File: src/rtl/inst_commit.sv
// Commit/writeback stage: architectural GPR/CP0 writes, debug trace, precise exception
// commit with vector redirect, and a fixed-length squash of wrong-path instructions.
package inst_commit_pkg;
  typedef struct packed {
    logic        we;
    logic [4:0]  waddr;
    logic [31:0] wrdata;
  } regs_wreq_t;

  typedef struct packed {
    logic        we;
    logic [4:0]  waddr;
    logic [2:0]  wsel;
    logic [31:0] wrdata;
  } cp0_wreq_t;

  typedef struct packed {
    logic        valid;
    logic [4:0]  code;
    logic [31:0] extra;
    logic        tlb_refill;
  } exception_t;

  typedef struct packed {
    logic [31:0] vaddr;
    logic [3:0]  regs_wbe;
  } debug_req_t;

  typedef struct packed {
    regs_wreq_t regs_wreq;
    cp0_wreq_t  cp0_wreq;
    exception_t exception;
    debug_req_t debug_req;
  } pipe_ex_t;
endpackage

module inst_commit #(
  parameter int          SQUASH_CYCLES  = 2,
  parameter logic [31:0] REFILL_OFFSET  = 32'h0000_0000,
  parameter logic [31:0] GENERAL_OFFSET = 32'h0000_0180
) (
  input  logic                      clk,
  input  logic                      rst,
  input  inst_commit_pkg::pipe_ex_t pipe_ex,
  input  logic [31:0]               cp0_ebase,
  input  logic                      cp0_exl,
  output logic                      regs_we,
  output logic [4:0]                regs_waddr,
  output logic [31:0]               regs_wrdata,
  output logic                      cp0_we,
  output logic [4:0]                cp0_waddr,
  output logic [2:0]                cp0_wsel,
  output logic [31:0]               cp0_wrdata,
  output logic                      exc_valid,
  output logic [4:0]                exc_code,
  output logic [31:0]               exc_epc,
  output logic [31:0]               exc_badvaddr,
  output logic                      exc_tlb_refill,
  output logic                      flush_o,
  output logic                      redirect_valid,
  output logic [31:0]               redirect_pc,
  output logic                      busy_o,
  output logic [31:0]               debug_wb_pc,
  output logic [3:0]                debug_wb_rf_wen,
  output logic [4:0]                debug_wb_rf_wnum,
  output logic [31:0]               debug_wb_rf_wdata
);

  typedef enum logic {IDLE, SQUASH} state_t;

  state_t     state, state_nxt;
  logic [3:0] cnt, cnt_nxt;
  logic       take_exc, commit_ok;

  function automatic logic [31:0] vector_pc(input logic [31:0] ebase, input logic refill,
                                            input logic exl);
    return ebase + ((refill && !exl) ? REFILL_OFFSET : GENERAL_OFFSET);
  endfunction

  always_ff @(posedge clk) begin
    if (rst) begin
      state <= IDLE;
      cnt   <= '0;
    end else begin
      state <= state_nxt;
      cnt   <= cnt_nxt;
    end
  end

  always_comb begin
    state_nxt = state;
    cnt_nxt   = cnt;
    take_exc  = 1'b0;
    commit_ok = 1'b0;
    case (state)
      IDLE: begin
        if (pipe_ex.exception.valid) begin
          take_exc  = 1'b1;
          state_nxt = SQUASH;
          cnt_nxt   = 4'(SQUASH_CYCLES);
        end else begin
          commit_ok = 1'b1;
        end
      end
      SQUASH: begin
        cnt_nxt = cnt - 4'd1;
        if (cnt <= 4'd1) begin
          state_nxt = IDLE;
          cnt_nxt   = '0;
        end
      end
      default: state_nxt = IDLE;
    endcase
  end

  assign busy_o = (state == SQUASH);

  // Commit stage register: outputs are valid one cycle after pipe_ex is sampled
  always_ff @(posedge clk) begin
    if (rst) begin
      regs_we           <= 1'b0;
      regs_waddr        <= '0;
      regs_wrdata       <= '0;
      cp0_we            <= 1'b0;
      cp0_waddr         <= '0;
      cp0_wsel          <= '0;
      cp0_wrdata        <= '0;
      exc_valid         <= 1'b0;
      exc_code          <= '0;
      exc_epc           <= '0;
      exc_badvaddr      <= '0;
      exc_tlb_refill    <= 1'b0;
      flush_o           <= 1'b0;
      redirect_valid    <= 1'b0;
      redirect_pc       <= '0;
      debug_wb_pc       <= '0;
      debug_wb_rf_wen   <= '0;
      debug_wb_rf_wnum  <= '0;
      debug_wb_rf_wdata <= '0;
    end else begin
      regs_we         <= commit_ok && pipe_ex.regs_wreq.we && (pipe_ex.regs_wreq.waddr != 5'd0);
      cp0_we          <= commit_ok && pipe_ex.cp0_wreq.we;
      debug_wb_rf_wen <= (commit_ok && pipe_ex.regs_wreq.waddr != 5'd0) ?
                         pipe_ex.debug_req.regs_wbe : 4'd0;
      exc_valid       <= take_exc;
      flush_o         <= take_exc;
      redirect_valid  <= take_exc;
      if (commit_ok) begin
        regs_waddr        <= pipe_ex.regs_wreq.waddr;
        regs_wrdata       <= pipe_ex.regs_wreq.wrdata;
        cp0_waddr         <= pipe_ex.cp0_wreq.waddr;
        cp0_wsel          <= pipe_ex.cp0_wreq.wsel;
        cp0_wrdata        <= pipe_ex.cp0_wreq.wrdata;
        debug_wb_pc       <= pipe_ex.debug_req.vaddr;
        debug_wb_rf_wnum  <= pipe_ex.regs_wreq.waddr;
        debug_wb_rf_wdata <= pipe_ex.regs_wreq.wrdata;
      end
      // Exception record and vector persist until the next exception commit
      if (take_exc) begin
        exc_code       <= pipe_ex.exception.code;
        exc_epc        <= pipe_ex.debug_req.vaddr;
        exc_badvaddr   <= pipe_ex.exception.extra;
        exc_tlb_refill <= pipe_ex.exception.tlb_refill;
        redirect_pc    <= vector_pc(cp0_ebase, pipe_ex.exception.tlb_refill, cp0_exl);
      end
    end
  end

endmodule

File: config.mk
export PLATFORM = sky130hd
export DESIGN_NAME = inst_commit
export DESIGN_NICKNAME = d
export VERILOG_FILES = /design/src/rtl/inst_commit.sv
export SDC_FILE = /design/constraint.sdc
export NUM_CORES = 1
export LEC_CHECK = 0
export ABC_AREA = 1
export BUFFER_PORTS_ARGS = -buffer_cell sky130_fd_sc_hd__clkbuf_2
export CORE_ASPECT_RATIO = 0.6
export CORE_UTILIZATION = 25
export DETAILED_ROUTE_END_ITERATION = 7
export MAX_ROUTING_LAYER = met4
export PLACE_DENSITY = 0.55
export SLEW_MARGIN = 20
export SYNTH_ARGS = -nofsm -noshare
export SYNTH_HDL_FRONTEND = slang
export SYNTH_SLANG_ARGS = --single-unit
File: constraint.sdc
create_clock -name clk -period 1.8 [get_ports clk]
set_input_delay 0.36 -clock clk [delete_from_list [all_inputs] [get_ports clk]]
set_output_delay 0.36 -clock clk [all_outputs]
set_load 0.02 [all_outputs]
==> metrics.md <==
| Metric | Value |
|---|---|
| CTS tree | `done` |
| Post-CTS Setup Bufs | `0` |
| Top_reg_cell synth | `dfxtp_1` |
| Delay-heaviest family, CP | `flip-flops` |
| Min Tclk post-route | `1.51 ns` |
| Share of cells above drive strength 1 | `32.9%` |
| Post-Syn Area | `around 9000 µm²` |
| Type of the worst min-delay path | `primary input to register` |
| Leak | `6.17 nW` |
| Peak supply drop | `~0.00066 V` |
| Largest net degree at the start of global routing | `111` |
| Yosys cell types | `30` |
| Global-route wire length before repair | `about 46 mm` |
| DRC | `0` |
| Die Wd | `around 240 µm` |
| Placed cell count | `2002` |
| Worst path max stage delay | `0.39 ns` |
| Final Skew | `0.00979 ns` |
| Vias in the first global route | `8360` |
| DIE AREA | `35900 µm²` |
| Fill cells | `3669` |
| I/O Pins | `447` |
| Synth Register Bits | `223` |
| RSZ-0062 raised after global routing | `false` |
| Worst setup EP type | `primary output` |
| Final nets | `1769` |
| Site Rows | `52` |
| CP cell instances | `clkbuf_2` |
| HPWL after detailed placement | `around 21 mm` |
| Synthesis-to-layout area growth | `38.8%` |
| Clock sink total | `223` |
| Global placement routability congestion | `0.841` |
| Initial DRC count | `422` |
| Slowest stage cell, crit path | `dfxtp_1` |
| DR vias | `~8800` |
| CP startpoint kind | `register` |
| Least-Margin Pin Slew | `0.553 ns` |
| Max-Cap Viols | `0` |
| Clock Tree Buf Depth | `3` |
| Initial core utilization | `25.7%` |
| Root Buffer | `clkbuf_16` |
| Number of flops mapped to enable cells by yosys | `0` |
| Setup CP Type | `register to primary output` |
| PD cells | `1140 nW/µm²` |
| Max-slew violation count | `0` |
| Antenna viol nets, final | `0` |
| Depth of the CTS H-tree | `1` |
| Status | `finished, final reports clean` |
| Multi-input gate area | `3490 µm²` |
| Required time worst endpoint | `1.44 ns` |
| Cts hold-fix bufs | `5` |
| CTS resizes | `0` |
| Worst-Skew Late Latency | `0.53 ns` |
| Hold Fails Final Rpt | `0` |
| First-pass iteration count of the detailed router | `5` |
| Worst-path maximum fanout | `3` |
| Total Power | `13.8 mW` |
| DP Area | `11200 µm²` |
| Max Freq | `between 600 and 700 MHz` |
| Core Area | `34100 µm²` |
| CTS clk-pin slew, worst paths | `approximately 0.060 ns` |
| Post-synthesis sequential area ratio | `50.9%` |
| Die extent in y | `147 µm` |
| Initial antenna violation count | `1` |
| Final setup vio count | `0` |
| Async SR Flop Fraction | `0%` |
| Crit path DAT | `approximately 1.2 ns` |
| DR WL/cell | `14.3 µm` |
| Cts bufs inserted | `25` |
| Final Core Density | `35.7%` |
| Congestion Overflow GR | `0` |
| Cell Count, Final, Fillers Out | `2052` |
| Final TNS setup | `0 ns` |
| Post-DR vias/cell | `4.28` |
| Post-Syn Instances | `1186` |
| Register area | `around 4500 µm²` |
| Syn_nets | `approximately 1400` |
| PortBufs | `~450` |
| Most frequent cells in the layout | `clkbuf_2, nor2_1, dfxtp_1, o21ai_0, nand2_1` |
| GRT Total Usage | `16.2%` |
| Buffers plus inverters on the worst setup path | `1` |
| Detailed-route wire length | `~29 mm` |
| Avg Synthesized Cell Area | `7.40 µm²` |
| Most common cell after layout, fill and taps aside | `clkbuf_2` |
| Final worst-path cycle share | `83.6%` |
| Design area | `12200 µm²` |
| Synth warnings | `0` |
| Rel. slew slack | `between 60% and 70%` |
-- per-layer routing --
metal / track usage [%] / share of wire [%] / vias to the layer above
li1: - / - / 4484
met1: 21.4 / 47 / 4004
met2: 24.7 / 44 / 261
met3: 3.91 / 6.6 / 42
met4: 4.19 / 2.5 / 0
met5: - / 0 / -
-- Yosys cell counts (2+ instances only) --
cell type    n  area [µm²]
nand4_1      3        18.8
nor3_1       2        10.0
o21ai_0    204        1020
buf_2       15        75.1
inv_2        3        11.3
xnor2_1      4        35.0
inv_1       54         203
clkbuf_1    45         169
nor2_4       5        56.3
nor2_1     422        1580
o21ai_1      4        20.0
nand2_1    108         405
nor2_2       3        18.8
buf_4       45         338
xor2_1       3        26.3
nand3_1     22         110
a21oi_1      6        30.0
ha_1         4        50.1
dfxtp_1    223        4460
-- where the power goes --
group          total, mW  leakage, nW  internal, mW  switching (mW)
sequential          5.68         1.85          5.41           0.268
clock               5.47        0.423          3.33            2.13
combinational       2.69         3.90         0.899            1.79
-- sequential cells by signal (all words and copies together), names as in the netlist --
register and count:
exc_code 5, exc_tlb_refill 1, debug_wb_rf_wdata 32, cp0_we 1
exc_epc 32, cp0_wsel 3, debug_wb_rf_wen 4, debug_wb_rf_wnum 5
redirect_valid 1, regs_we 1, redirect_pc 32, cp0_waddr 5
debug_wb_pc 32, cp0_wrdata 32, cnt 4, busy_o 1
exc_badvaddr 32
-- final cells by class --
cell class	count	area share (%)
diodes	1	0.0206
clock buffers	35	5.86
clock inverters	9	1.31
inverters	57	1.81
multi-input cells	798	28.7
flip-flops and latches	223	36.7
well taps	459	4.72
repair buffers	470	20.9
-- cells by family (layout without fill, tap and decap cells) --
family / Yosys count / in the layout / synth area share [%]
and+or+nand+nor: 568 / 568 / 25.4
other: 0 / 1 / 0
xor gates and xnor gates: 7 / 7 / 0.699
AOI/OAI and AO/OA: 218 / 218 / 12.8
buffers and inverters: 165 / 571 / 9.41
adders and majority gates: 5 / 5 / 0.799
DFF: 223 / 223 / 50.9
-- final timing paths --
| check | start | endpoint | slack (ns) | cells past startpoint |
|---|---|---|---|---|
| setup / recovery | busy_o | busy_o | 0.29 | 1 |
| hold / removal | pipe_ex[0] | debug_wb_rf_wen[0] | 0.04 | 3 |
| hold reg to reg | exc_epc[25] | exc_epc[25] | 0.48 | 2 |
| setup reg to reg | busy_o | exc_badvaddr[28] | 0.33 | 6 |
-- worst min-delay path: cells and delay by family --
kind | cells | cell delay, ns
buffers and inverters | 2 | 0.13
and+or+nand+nor | 1 | 0.03
-- stage by stage --
step | setup slack (ns) | hold slack (ns)
2_1_floorplan | 0.0642 | 0.465
3_3_place_gp | -0.100 | 0.463
3_5_place_dp | -0.128 | 0.472
4_1_cts | 0.242 | 0.00818
5_1_grt | 0.206 | 0.0202
6_report | 0.295 | 0.0431
(Power assumes the default switching activity.)
